## src/rtl/window_scan_engine_if.sv

```systemverilog
// Bundle of the pixel-read bus, window output stream and scan control
// signals of the window scan engine. The master side is the engine;
// the slave side is the surrounding memory/consumer environment.
interface window_scan_engine_if #(
  parameter int WINDOW_SIZE = 3,
  parameter int PIXEL_WIDTH = 1,
  parameter int ADDR_WIDTH  = 8
);
  // scan control
  logic                                       start;
  logic                                       filterReady;
  logic                                       filterDone;
  // pixel read bus
  logic [ADDR_WIDTH-1:0]                      xAddressOut;
  logic [ADDR_WIDTH-1:0]                      yAddressOut;
  logic                                       readEnable;
  logic [PIXEL_WIDTH-1:0]                     dataIn;
  // window stream
  logic [WINDOW_SIZE*WINDOW_SIZE*PIXEL_WIDTH-1:0] windowData;
  logic [ADDR_WIDTH-1:0]                      xCenterAddress;
  logic [ADDR_WIDTH-1:0]                      yCenterAddress;
  logic                                       windowValid;
  logic                                       windowReady;

  modport master (
    input  start, dataIn, windowReady,
    output filterReady, filterDone, xAddressOut, yAddressOut, readEnable,
           windowData, xCenterAddress, yCenterAddress, windowValid
  );

  modport slave (
    output start, dataIn, windowReady,
    input  filterReady, filterDone, xAddressOut, yAddressOut, readEnable,
           windowData, xCenterAddress, yCenterAddress, windowValid
  );
endinterface

```

## src/rtl/window_scan_engine.sv

```systemverilog
// Window scan engine: walks a WINDOW_SIZE x WINDOW_SIZE window across an
// image in raster order, fetches each window's pixels from a fixed-latency
// memory, and presents the captured window with a valid/ready handshake.
module window_scan_engine #(
  parameter int WINDOW_SIZE  = 3,
  parameter int IMAGE_WIDTH  = 240,
  parameter int IMAGE_HEIGHT = 180,
  parameter int WINDOW_STEP  = 1,
  parameter int PIXEL_WIDTH  = 1,
  parameter int ADDR_WIDTH   = 8,
  parameter int READ_LATENCY = 2
) (
  input logic                   clk,
  input logic                   reset,
  window_scan_engine_if.master  bus
);

  localparam int N     = WINDOW_SIZE * WINDOW_SIZE;
  localparam int IW    = $clog2(WINDOW_SIZE);
  localparam int CW    = $clog2(N);
  localparam int HALF  = (WINDOW_SIZE - 1) / 2;
  localparam int X_MAX = IMAGE_WIDTH - WINDOW_SIZE;
  localparam int Y_MAX = IMAGE_HEIGHT - WINDOW_SIZE;

  typedef enum logic [2:0] {
    S_IDLE,
    S_FETCH,
    S_WAIT,
    S_OUTPUT,
    S_DONE
  } state_t;

  state_t                  state_reg;
  state_t                  state_next;
  logic [ADDR_WIDTH-1:0]   x_pos_reg;
  logic [ADDR_WIDTH-1:0]   y_pos_reg;
  logic [IW-1:0]           i_reg;
  logic [IW-1:0]           j_reg;
  logic [CW-1:0]           cap_cnt_reg;
  logic [READ_LATENCY-1:0] re_dly_reg;
  logic [N*PIXEL_WIDTH-1:0] window_data;

  logic                    read_en;
  logic                    win_valid;
  logic                    f_ready;
  logic                    f_done;

  // Origin advance: one extra bit so the overflow test cannot wrap.
  logic [ADDR_WIDTH:0]     x_step;
  logic [ADDR_WIDTH:0]     y_step;
  logic                    x_wrap;
  logic                    y_wrap;
  logic                    fetch_last;
  logic                    capture;
  logic                    capture_last;
  logic                    handshake;

  assign x_step       = {1'b0, x_pos_reg} + (ADDR_WIDTH+1)'(WINDOW_STEP);
  assign y_step       = {1'b0, y_pos_reg} + (ADDR_WIDTH+1)'(WINDOW_STEP);
  assign x_wrap       = x_step > (ADDR_WIDTH+1)'(X_MAX);
  assign y_wrap       = y_step > (ADDR_WIDTH+1)'(Y_MAX);
  assign fetch_last   = (i_reg == IW'(WINDOW_SIZE-1)) && (j_reg == IW'(WINDOW_SIZE-1));
  assign capture      = re_dly_reg[READ_LATENCY-1];
  assign capture_last = capture && (cap_cnt_reg == CW'(N-1));
  assign handshake    = (state_reg == S_OUTPUT) && bus.windowReady;

  // State register.
  always_ff @(posedge clk) begin
    if (reset) begin
      state_reg <= S_IDLE;
    end else begin
      state_reg <= state_next;
    end
  end

  // Next-state logic.
  always_comb begin
    state_next = state_reg;
    case (state_reg)
      S_IDLE:   if (bus.start) state_next = S_FETCH;
      S_FETCH:  if (fetch_last) state_next = S_WAIT;
      S_WAIT:   if (capture_last) state_next = S_OUTPUT;
      S_OUTPUT: if (bus.windowReady) state_next = (x_wrap && y_wrap) ? S_DONE : S_FETCH;
      S_DONE:   state_next = S_IDLE;
      default:  state_next = S_IDLE;
    endcase
  end

  // State-decoded outputs.
  always_comb begin
    read_en   = 1'b0;
    win_valid = 1'b0;
    f_ready   = 1'b0;
    f_done    = 1'b0;
    case (state_reg)
      S_IDLE:   f_ready   = 1'b1;
      S_FETCH:  read_en   = 1'b1;
      S_OUTPUT: win_valid = 1'b1;
      S_DONE:   f_done    = 1'b1;
      default:  ;
    endcase
  end

  // Window origin and in-window read counters (j is the column, fastest).
  always_ff @(posedge clk) begin
    if (reset) begin
      x_pos_reg <= '0;
      y_pos_reg <= '0;
      i_reg     <= '0;
      j_reg     <= '0;
    end else begin
      if (state_reg == S_FETCH) begin
        if (j_reg == IW'(WINDOW_SIZE-1)) begin
          j_reg <= '0;
          i_reg <= (i_reg == IW'(WINDOW_SIZE-1)) ? '0 : i_reg + 1'b1;
        end else begin
          j_reg <= j_reg + 1'b1;
        end
      end
      if (handshake) begin
        if (x_wrap) begin
          x_pos_reg <= '0;
          // The last position returns the origin to (0,0) for the next scan.
          y_pos_reg <= y_wrap ? '0 : y_step[ADDR_WIDTH-1:0];
        end else begin
          x_pos_reg <= x_step[ADDR_WIDTH-1:0];
        end
      end
    end
  end

  // Read-valid delay line and capture slot counter; returns still in flight
  // at reset are dropped because the delay line is cleared with it.
  always_ff @(posedge clk) begin
    if (reset) begin
      re_dly_reg  <= '0;
      cap_cnt_reg <= '0;
    end else begin
      re_dly_reg <= READ_LATENCY'({re_dly_reg, read_en});
      if (capture) begin
        cap_cnt_reg <= capture_last ? '0 : cap_cnt_reg + 1'b1;
      end
    end
  end

  // One register per window slot, written when the capture counter hits it.
  genvar gi;
  generate
    for (gi = 0; gi < N; gi++) begin : g_slot
      logic [PIXEL_WIDTH-1:0] slot_reg;
      // Store the returning pixel into this slot.
      always_ff @(posedge clk) begin
        if (reset) begin
          slot_reg <= '0;
        end else if (capture && (cap_cnt_reg == CW'(gi))) begin
          slot_reg <= bus.dataIn;
        end
      end
      assign window_data[gi*PIXEL_WIDTH +: PIXEL_WIDTH] = slot_reg;
    end
  endgenerate

  assign bus.xAddressOut    = x_pos_reg + ADDR_WIDTH'(j_reg);
  assign bus.yAddressOut    = y_pos_reg + ADDR_WIDTH'(i_reg);
  assign bus.readEnable     = read_en;
  assign bus.windowData     = window_data;
  assign bus.xCenterAddress = x_pos_reg + ADDR_WIDTH'(HALF);
  assign bus.yCenterAddress = y_pos_reg + ADDR_WIDTH'(HALF);
  assign bus.windowValid    = win_valid;
  assign bus.filterReady    = f_ready;
  assign bus.filterDone     = f_done;

endmodule

```

## src/flat_wrapper.sv

```systemverilog
// flat-port wrapper written by rule: the top's interface ports become plain ports
module window_scan_engine_flat 
#(
  parameter int WINDOW_SIZE  = 3,
  parameter int IMAGE_WIDTH  = 240,
  parameter int IMAGE_HEIGHT = 180,
  parameter int WINDOW_STEP  = 1,
  parameter int PIXEL_WIDTH  = 1,
  parameter int ADDR_WIDTH   = 8,
  parameter int READ_LATENCY = 2
)
  (clk, reset, bus_start, bus_dataIn, bus_windowReady, bus_filterReady, bus_filterDone, bus_xAddressOut, bus_yAddressOut, bus_readEnable, bus_windowData, bus_xCenterAddress, bus_yCenterAddress, bus_windowValid);
  window_scan_engine_if #(.WINDOW_SIZE(WINDOW_SIZE), .PIXEL_WIDTH(PIXEL_WIDTH), .ADDR_WIDTH(ADDR_WIDTH)) bus_i ();
  input logic clk;
  input logic reset;
  input wire logic [$bits(bus_i.start)-1:0] bus_start;
  input wire logic [$bits(bus_i.dataIn)-1:0] bus_dataIn;
  input wire logic [$bits(bus_i.windowReady)-1:0] bus_windowReady;
  output wire logic [$bits(bus_i.filterReady)-1:0] bus_filterReady;
  output wire logic [$bits(bus_i.filterDone)-1:0] bus_filterDone;
  output wire logic [$bits(bus_i.xAddressOut)-1:0] bus_xAddressOut;
  output wire logic [$bits(bus_i.yAddressOut)-1:0] bus_yAddressOut;
  output wire logic [$bits(bus_i.readEnable)-1:0] bus_readEnable;
  output wire logic [$bits(bus_i.windowData)-1:0] bus_windowData;
  output wire logic [$bits(bus_i.xCenterAddress)-1:0] bus_xCenterAddress;
  output wire logic [$bits(bus_i.yCenterAddress)-1:0] bus_yCenterAddress;
  output wire logic [$bits(bus_i.windowValid)-1:0] bus_windowValid;
  assign bus_i.start = bus_start;
  assign bus_i.dataIn = bus_dataIn;
  assign bus_i.windowReady = bus_windowReady;
  assign bus_filterReady = bus_i.filterReady;
  assign bus_filterDone = bus_i.filterDone;
  assign bus_xAddressOut = bus_i.xAddressOut;
  assign bus_yAddressOut = bus_i.yAddressOut;
  assign bus_readEnable = bus_i.readEnable;
  assign bus_windowData = bus_i.windowData;
  assign bus_xCenterAddress = bus_i.xCenterAddress;
  assign bus_yCenterAddress = bus_i.yCenterAddress;
  assign bus_windowValid = bus_i.windowValid;
  window_scan_engine #(.WINDOW_SIZE(WINDOW_SIZE), .IMAGE_WIDTH(IMAGE_WIDTH), .IMAGE_HEIGHT(IMAGE_HEIGHT), .WINDOW_STEP(WINDOW_STEP), .PIXEL_WIDTH(PIXEL_WIDTH), .ADDR_WIDTH(ADDR_WIDTH), .READ_LATENCY(READ_LATENCY)) u_core (.clk(clk), .reset(reset), .bus(bus_i));
endmodule
```

## config.mk

```make
export PLATFORM = sky130hd
export DESIGN_NAME = window_scan_engine_flat
export DESIGN_NICKNAME = d
export VERILOG_FILES = /design/src/rtl/window_scan_engine_if.sv /design/src/rtl/window_scan_engine.sv /design/src/flat_wrapper.sv
export SDC_FILE = /design/constraint.sdc
export NUM_CORES = 1
export LEC_CHECK = 0
export BUFFER_PORTS_ARGS = -buffer_cell sky130_fd_sc_hd__buf_2
export CORE_UTILIZATION = 45
export CTS_BUF_LIST = sky130_fd_sc_hd__clkbuf_8
export CTS_CLUSTER_DIAMETER = 60
export DETAILED_ROUTE_END_ITERATION = 8
export PLACE_DENSITY = 0.74
export SYNTH_ARGS = -nofsm -noshare
export SYNTH_HDL_FRONTEND = slang
export SYNTH_SLANG_ARGS = --single-unit
```

## constraint.sdc

```tcl
create_clock -name clk -period 2.9 [get_ports clk]
set_input_delay 0.435 -clock clk [delete_from_list [all_inputs] [get_ports clk]]
set_output_delay 0.435 -clock clk [all_outputs]
set_load 0.005 [all_outputs]
```

* Word level (Yosys, flattened, before mapping)
Index checks and enable logic that the tools add are counted.
** Operators by class
- Add/subtract/negate cells :: 9
- $lt $le $gt $ge :: 2
- Eq/ne operators :: 18
- Muxes and demuxes :: 15
- Reduce and logical (&&, ||, !) cells :: 17
** Operators with widths (number)
- adder 8 x 1 -> 9 bit, second input constant :: 2
- greater-than comparator 9 x 8 -> 1 bit, second input constant :: 2
- adder 8 x 1 -> 8 bit, second input constant :: 2
- adder 8 x 2 -> 8 bit :: 2
- == test 4 x 3 -> 1 bit, second input constant :: 4
- two-way mux 8 bit :: 2
- two-way mux 3 bit :: 5
- logical AND 1 bit :: 12
- one-hot mux 3 bit (4 select lines) :: 1
- == test 4 x 2 -> 1 bit, second input constant :: 2
- == test 3 x 2 -> 1 bit, second input constant :: 2
- adder 2 x 1 -> 2 bit, second input constant :: 2
- adder 4 x 1 -> 4 bit, second input constant :: 1
- == test 2 bit, second input constant :: 2
- == test 4 x 1 -> 1 bit, second input constant :: 1
- == test 4 bit, second input constant :: 1
- logical NOT 4 bit :: 1
- two-way mux 1 bit :: 4
- two-way mux 2 bit :: 2
- two-way mux 4 bit :: 1
- inequality test 2 x 1 -> 1 bit, second input constant :: 2
- inequality test 2 bit, second input constant :: 2
- AND reduction 2 bit :: 2
- AND reduction 4 bit :: 1
- 3 further kinds :: 3
** Storage, ports and cells
- Bits in registers :: 38
- Output and inout bits :: 45
- Logic and storage cells :: 77

* Depth between registers and ports, before layout
Gate-level depths: netlist of run 1.
- Word-level depth :: 6
- Mapped depth :: 9
- Mapped depth without buffers :: 8

* Least setup slack after synthesis of run 1
No wires, ideal clock.
- Kind :: reg2reg
- From :: register u_core.x_pos_reg[0]
- To :: register u_core.x_pos_reg[3]
- Library setup time :: 0.117 ns
- Arrival :: 2.181 ns
- Slack :: 0.602 ns
- Cell stages (with the launch flop) :: 10
- Period minus slack after synthesis :: 2.298 ns
- Cells stage by stage :: dfxtp_1 inv_1 ha_1 nand2b_1 a311oi_1 o211a_1 or3b_1 buf_2 a31o_1 a32o_1
** Between the ends
- Longest elaborated chain between the ends :: 3
** RTL lines
- from (decl) :: RTL line window_scan_engine.sv:35 : logic [ADDR_WIDTH-1:0] x_pos_reg;
- from (signal assigned) :: RTL line window_scan_engine.sv:126 : x_pos_reg <= x_step[ADDR_WIDTH-1:0];
- adder 8 x 1 -> 9 bit (*) :: RTL line window_scan_engine.sv:58 : assign x_step = {1'b0, x_pos_reg} + (ADDR_WIDTH+1)'(WINDOW_STEP);
- greater-than comparator 9 x 8 -> 1 bit :: RTL line window_scan_engine.sv:60 : assign x_wrap = x_step > (ADDR_WIDTH+1)'(X_MAX);
- two-way mux 8 bit (*) :: RTL line window_scan_engine.sv:121 : if (x_wrap) begin
Every way passes the cells marked *; elsewhere a longest branch is shown, timed or not.
A chain may end at the register's enable or synchronous reset.

* Final worst setup path of run 1
- From :: register u_core.x_pos_reg[0]
- To :: register u_core.x_pos_reg[2]
The elaborated chain is that of the path after synthesis.

==> out/results.md, run 1 <==
* sky130_fd_sc_hd__dfxtp_1 — primary flip-flop cell chosen by synthesis mapping
* 0 — Antenna Nets Post-Route
* 0 — diode insertion count for antenna repair
* 38 — flop and latch count out of synthesis
* 1.28 nW — leak pwr
* 30.1% — area share of the leading cell type in the synthesized netlist
* 2.71 ns — data arrival time at the worst-slack endpoint
* yes — TritonCTS clock tree
* 9 — critical path peak fanout
* 0 ns — final total negative setup slack
* 77.0 um — die height
* 38 x sky130_fd_sc_hd__dfxtp_1, 31 x sky130_fd_sc_hd__nand2_1, 30 x sky130_fd_sc_hd__nor2_1 — leading post-synthesis cells by instance count
* 0.00153 sq mm — area of combinational cells with multiple inputs
* 5.31 — post-DR vias/cell
* sky130_fd_sc_hd__clkbuf_8 — CTS Root Buffer Type
* 416 — number of standard cells in the layout, taps in and fillers out
* 0.37 ns — setup slack of the most critical reg-to-reg path
* 0.420 ns — worst slack, placed
* u_core.re_dly_reg[0]$_SDFF_PP0_ — startpoint of the lowest-slack hold path
* u_core.x_pos_reg[0]$_SDFFE_PP0P_ — worst setup path startpoint
* 0.368 ns — setup slack after layout
* 5.41 mm — Total Wirelength
* 26 — Core Rows
* 395 MHz — highest clock frequency the design can meet
* 3.08 ns — CP required
* 11.5% — growth of design area from synthesis to finish
* 42.8% — part of the total power dissipated in the clock network
* 0 — EDFF count, synth
* sky130_fd_sc_hd__dfxtp_1 — top cell type by total area after synthesis
* 408 — number of placed instances with taps included
* 0 — synthesis warning total
* 0.29 ns — later-pin clock latency in the skew report
* 215 uW — Net Switching
* 53.5% — Core Util, Final
* 0.00271 sq mm — post-detailed-placement cell area
* 2207 — total number of vias
* flop — startpoint kind of the worst setup timing path
* 761 sq um — Sequential Area
* 38 — maximum number of pins on one net before global-route repair
* 0 — post-CTS setup buffers
* 77.0 um — Chip Width
* 2 — maximum count of clock buffers along a single path
* 48.0% — initial standard-cell utilization of the core
* 7.98 sq um — mean instance size in the synthesized netlist
* 0 — grt total ovfl
* 0.443 ns — Hold Slack
* 1.01 mW — Tot Pwr
* 56.3% — Max transition margin
* 1963 — via count of the first global-routing pass
* 21.3% — switching part of the total power
* 358 mW/mm^2 — power per unit of standard cell area
* 9.27 mm — global-route wire length before repair
* 38 — CTS Sinks
* 18.2% — share of post-route cells with drive strength above 1
* 0.07 ns — clock-pin slew on the worst setup and hold paths
* 175 — initial DRC count
* 0% — async set or reset register ratio after synthesis
* 0 — initial antenna violation count
* sky130_fd_sc_hd__dfxtp_1 30%, sky130_fd_sc_hd__ha_1 6.4%, sky130_fd_sc_hd__xnor2_1 5.9%, sky130_fd_sc_hd__nand2_1 4.6%, sky130_fd_sc_hd__nor2_1 4.5% — top cells by area in the synthesized netlist
* 87.3% — period utilisation layout
* u_core.x_pos_reg[0]$_SDFFE_PP0P_ — reg2reg start
* 0.00527 sq mm — core area
* 0.00593 sq mm — Total Die Area
* 1 — cell depth of the worst hold path
* 2 — count of H-tree levels built during CTS
* 5 — TritonCTS buffer count
* 3.98 mm — post-detailed-placement half-perimeter wirelength
* flop — type of element capturing the critical path
* 365 — total number of nets in the final design
* 0 — number of hold-repair buffers added at the cts stage
* 30.1% — proportion of synthesized chip area in sequential cells
* 9 — number of cell instances on the worst register-to-register path
* 0.00418 ns — Layout Skew
* 4 — drt pass-1 iters
* 9 — flip-flop count of the largest register after layout
* 0 — DRC violations left
* 0 — count of endpoints failing hold in the final timing report
* completed — status
* reg -> reg — critical setup path kind
* reg -> reg — kind of path behind the tightest hold check
* 2.53 ns — post-route minimum period
* 0 — number of resized instances in the post-cts repair step
* no — unrepaired setup endpoints after global routing
* 50 — I/O pin count
* 53.0% — sequential power share
* sky130_fd_sc_hd__dfxtp_1 — most repeated cell in the gate-level netlist after synthesis
* 0 — number of slew-limit violations in the final report
* u_core.re_dly_reg[1]$_SDFF_PP0_ — terminating pin of the worst hold path
* 794 uW — internal portion of total power
* 0 — max_cap viols
* 0.838 — global placer's final weighted congestion
* 522 — fillcell total
* 317 — Post-Syn Instances
* 337 — Synth Net Count
* 0.00253 sq mm — synthesized area
* 19.2% — combined global-route utilization of all metal layers
* 4.2% — combinational power share
* 0.000182 V — Worst IR Drop VDD
* 50 — Cell variety after synth
* 0.655 ns — actual transition at the worst max-transition pin
* u_core.x_pos_reg[2]$_SDFFE_PP0P_ — FF-to-FF End
* 0 — Setup-failing EPs final
* 49 — count of buffers inserted at the top-level ports
* 0.00282 sq mm — final cell area excluding filler cells
* 13.0 um — detail-routed net length per standard cell
[worst max path at each step]
stage | end | slack [ns] | depth (start not counted)
2_1_floorplan | u_core.x_pos_reg[3]$_SDFFE_PP0P_ | 0.60 | 9
6_report | u_core.x_pos_reg[2]$_SDFFE_PP0P_ | 0.37 | 9
3_5_place_dp | u_core.x_pos_reg[3]$_SDFFE_PP0P_ | 0.42 | 8
3_3_place_gp | u_core.x_pos_reg[3]$_SDFFE_PP0P_ | 0.53 | 8
4_1_cts | u_core.x_pos_reg[3]$_SDFFE_PP0P_ | 0.41 | 8
5_1_grt | u_core.x_pos_reg[2]$_SDFFE_PP0P_ | 0.21 | 9
[kinds of logic after synthesis]
kind of cell | after synthesis | share of synthesized area (%)
flops | 38 | 30.1
compound gates | 48 | 12.4
fa+ha+maj | 15 | 8.01
mux | 11 | 4.40
simple gates | 130 | 26.5
xor+xnor | 26 | 9.00
buf+inv | 49 | 9.59
[area by class of cell]
cell class | count | area share (%)
Clock buffer | 5 | 2.44
Timing Repair Buffer | 53 | 9.76
Sequential cell | 38 | 27.0
Clock inverter | 3 | 1.33
Inverter | 17 | 2.26
Tap cell | 70 | 3.11
Multi-Input combinational cell | 230 | 54.1
[cells in the final DEF (no fill, tap or decap), types with 7 or more instances in the layout]
| master | netlist | layout |
|---|---|---|
| sky130_fd_sc_hd__xor2_1 | 9 | 9 |
| sky130_fd_sc_hd__ha_1 | 13 | 13 |
| sky130_fd_sc_hd__inv_1 | 17 | 19 |
| sky130_fd_sc_hd__xnor2_1 | 17 | 17 |
| sky130_fd_sc_hd__nor3_1 | 7 | 7 |
| sky130_fd_sc_hd__a21oi_1 | 21 | 21 |
| sky130_fd_sc_hd__dfxtp_1 | 38 | 38 |
| sky130_fd_sc_hd__nand4_1 | 13 | 13 |
| sky130_fd_sc_hd__nor2b_1 | 9 | 9 |
| sky130_fd_sc_hd__nand3_1 | 18 | 18 |
| sky130_fd_sc_hd__nor2_1 | 30 | 30 |
| sky130_fd_sc_hd__mux2i_1 | 10 | 10 |
| sky130_fd_sc_hd__nand2_1 | 31 | 31 |
| sky130_fd_sc_hd__buf_2 | 2 | 49 |
[metal layers]
layer / routed length, um / part of all wire (%) / global-route usage [%]
met1: 2680 / 50 / 27.1
met2: 2350 / 43 / 28.8
met3: 311 / 5.8 / 4.29
met4: 63 / 1.2 / 5.85
met5: 0 / 0 / 0
[power groups by stage]
stage | Sequential, mW | Clock (mW) | Combinational, mW
floorplan | 0.544 | 0 | 0.0317
CTS | 0.534 | 0.441 | 0.0429
global route | 0.535 | 0.460 | 0.0493
global placement | 0.546 | 0 | 0.0419
finish | 0.535 | 0.431 | 0.0427
detailed placement | 0.547 | 0 | 0.0425
[critical path, stage by stage, from the launching register on]
cell                       delay [ns]
sky130_fd_sc_hd__dfxtp_1         0.47
sky130_fd_sc_hd__inv_1           0.14
sky130_fd_sc_hd__ha_1            0.37
sky130_fd_sc_hd__nand2b_1        0.12
sky130_fd_sc_hd__a311oi_1        0.09
sky130_fd_sc_hd__o211a_1         0.27
sky130_fd_sc_hd__nor3b_2         0.35
sky130_fd_sc_hd__buf_4           0.24
sky130_fd_sc_hd__nor2_1          0.06
sky130_fd_sc_hd__a221o_1         0.31
(Power assumes the default switching activity.)
==> run 2, diff against run 1 <==
--- a/config.mk
+++ b/config.mk
@@ -6,11 +6,11 @@
 export NUM_CORES = 1
 export LEC_CHECK = 0
 export BUFFER_PORTS_ARGS = -buffer_cell sky130_fd_sc_hd__buf_2
-export CORE_UTILIZATION = 45
+export CORE_UTILIZATION = 25
 export CTS_BUF_LIST = sky130_fd_sc_hd__clkbuf_8
 export CTS_CLUSTER_DIAMETER = 60
 export DETAILED_ROUTE_END_ITERATION = 8
-export PLACE_DENSITY = 0.74
+export PLACE_DENSITY = 0.49
 export SYNTH_ARGS = -nofsm -noshare
 export SYNTH_HDL_FRONTEND = slang
 export SYNTH_SLANG_ARGS = --single-unit
==> out/results.md, run 2 (same netlist as run 1, synthesis figures left out) <==
* completed — status
* 29.4% — Core Util, Final
* 0 ns — final total negative setup slack
* 38 — CTS Sinks
* 0.38 ns — setup slack of the most critical reg-to-reg path
* 0.0100 ns — Layout Skew
* 49 x sky130_fd_sc_hd__buf_2, 38 x sky130_fd_sc_hd__dfxtp_1, 31 x sky130_fd_sc_hd__nand2_1 — leading cell types in the layout, fill and taps excluded
* inv_1, ha_1, nand2b_1, a311oi_1, o211a_1, nor3b_2, buf_4, nor2_1, a221o_1 — Critical Path, Cell by Cell
* 218 uW — Net Switching
* 0.0105 sq mm — Total Die Area
* 0.692 ns — actual transition at the worst max-transition pin
* 10.0 mm — global-route wire length before repair
* 397 MHz — highest clock frequency the design can meet
* 365 — total number of nets in the final design
* 36 — Core Rows
* u_core.re_dly_reg[1]$_SDFF_PP0_ — terminating pin of the worst hold path
* 0.381 ns — setup slack after layout
* sky130_fd_sc_hd__buf_2 — most common library cell in the layout ignoring fill and taps
* 4.50 mm — post-detailed-placement half-perimeter wirelength
* 9 — critical path peak fanout
* 2 — count of H-tree levels built during CTS
* 0 — count of endpoints failing hold in the final timing report
* 104 — initial DRC count
* u_core.x_pos_reg[2]$_SDFFE_PP0P_ — FF-to-FF End
* yes — TritonCTS clock tree
* 0 — max_cap viols
* u_core.x_pos_reg[0]$_SDFFE_PP0P_ — reg2reg start
* 3.08 ns — CP required
* 2191 — total number of vias
* 18.3% — share of post-route cells with drive strength above 1
* flop — startpoint kind of the worst setup timing path
* flop — type of element capturing the critical path
* 2.70 ns — data arrival time at the worst-slack endpoint
* 53.8% — Max transition margin
* 0.00977 sq mm — core area
* 0 — number of hold-repair buffers added at the cts stage
* 25.9% — initial standard-cell utilization of the core
* 12.8 um — detail-routed net length per standard cell
* 12.2% — combined global-route utilization of all metal layers
* 0.415 ns — worst slack, placed
* reg -> reg — kind of path behind the tightest hold check
* 0 — grt total ovfl
* 0.000136 V — Worst IR Drop VDD
* 0.47 ns — delay contributed by the slowest stage of the critical path
* 0 — diode insertion count for antenna repair
* 0 — initial antenna violation count
* 329 mW/mm^2 — power per unit of standard cell area
* 23.1% — switching part of the total power
* 4.7% — combinational power share
* compound AO/OA/AOI/OAI gates — cell family with most CP delay
* sky130_fd_sc_hd__clkbuf_8 — CTS Root Buffer Type
* 50 — I/O pin count
* 2 — sum of buffers and inverters on the critical path
* 0 — Setup-failing EPs final
* 2.52 ns — post-route minimum period
* 2 — maximum count of clock buffers along a single path
* 4.59 — post-DR vias/cell
* 13.6% — growth of design area from synthesis to finish
* 9 — flip-flop count of the largest register after layout
* 0 — Antenna Nets Post-Route
* 0 — number of resized instances in the post-cts repair step
* 38 — maximum number of pins on one net before global-route repair
* sky130_fd_sc_hd__dfxtp_1 — master of the slowest instance on the critical path
* 0 — DRC violations left
* 0 — number of slew-limit violations in the final report
* 0.29 ns — later-pin clock latency in the skew report
* 103 um — die height
* 49 — count of buffers inserted at the top-level ports
* 56.5% — sequential power share
* 0 — post-CTS setup buffers
* 86.9% — period utilisation layout
* 6.10 mm — Total Wirelength
* 5 — TritonCTS buffer count
* reg -> reg — critical setup path kind
* u_core.re_dly_reg[0]$_SDFF_PP0_ — startpoint of the lowest-slack hold path
* 4 — drt pass-1 iters
* 727 uW — internal portion of total power
* no — unrepaired setup endpoints after global routing
* 103 um — Chip Width
* 2034 — via count of the first global-routing pass
* 38.8% — part of the total power dissipated in the clock network
* 0.767 — global placer's final weighted congestion
* 9 — number of cell instances on the worst register-to-register path
* 1 — cell depth of the worst hold path
* 1.26 nW — leak pwr
* 0.08 ns — clock-pin slew on the worst setup and hold paths
==> run 2: cell count changes in the layout (fill, tap and decap cells not counted) <==
cell,before,now
sky130_fd_sc_hd__clkbuf_8,5,6
sky130_fd_sc_hd__bufinv_16,1,0
sky130_fd_sc_hd__inv_1,19,17
==> run 2: layout make-up <==
class / instances / area [sq um]
Fill cell: 1106 / 6900
Multi-Input combinational cell: 230 / 1530
Sequential cell: 38 / 761
Timing Repair Buffer: 53 / 275
Tap cell: 133 / 166
Clock buffer: 6 / 82.6
Inverter: 17 / 63.8
==> run 2: layer usage <==
metal,wire [um],part of all wire (%),GRT usage [%],up-vias
met1,3140,52,17.0,1005
met2,2610,43,18.6,47
met4,48,0.79,3.63,0
met5,0,0,0,-
li1,-,-,-,1135
met3,304,5.0,3.05,4
==> run 2: through the flow <==
step | instance area [sq um] | hold WS, ns | std cells | power (mW)
6_report | 2880 | 0.442 | 477 | 0.945
5_1_grt | 2880 | 0.476 | 477 | 0.993
4_1_cts | 2880 | 0.448 | 477 | 0.963
3_5_place_dp | 2790 | 0.430 | 471 | 0.591
3_3_place_gp | 2790 | 0.420 | 471 | 0.590
2_1_floorplan | 2530 | 0.414 | 317 | 0.575
==> run 2: how the worst max path moves through the flow <==
stage / start / to / slack (ns) / depth (start not counted)
finish: u_core.x_pos_reg[0]$_SDFFE_PP0P_ / u_core.x_pos_reg[2]$_SDFFE_PP0P_ / 0.38 / 9
floorplan: u_core.x_pos_reg[0]$_SDFFE_PP0P_ / u_core.x_pos_reg[3]$_SDFFE_PP0P_ / 0.60 / 9
CTS: u_core.x_pos_reg[0]$_SDFFE_PP0P_ / u_core.x_pos_reg[2]$_SDFFE_PP0P_ / 0.39 / 9
detailed placement: u_core.x_pos_reg[0]$_SDFFE_PP0P_ / u_core.x_pos_reg[2]$_SDFFE_PP0P_ / 0.41 / 9
global route: u_core.x_pos_reg[0]$_SDFFE_PP0P_ / u_core.x_pos_reg[2]$_SDFFE_PP0P_ / 0.21 / 9
global placement: u_core.x_pos_reg[0]$_SDFFE_PP0P_ / u_core.x_pos_reg[3]$_SDFFE_PP0P_ / 0.49 / 8
==> run 2: power by group through the flow <==
stage	clock, mW	combinational, mW	sequential [mW]
floorplan	0	0.0317	0.544
finish	0.367	0.0441	0.534
detailed placement	0	0.0447	0.546
CTS	0.384	0.0450	0.534
global placement	0	0.0441	0.546
global route	0.407	0.0502	0.536
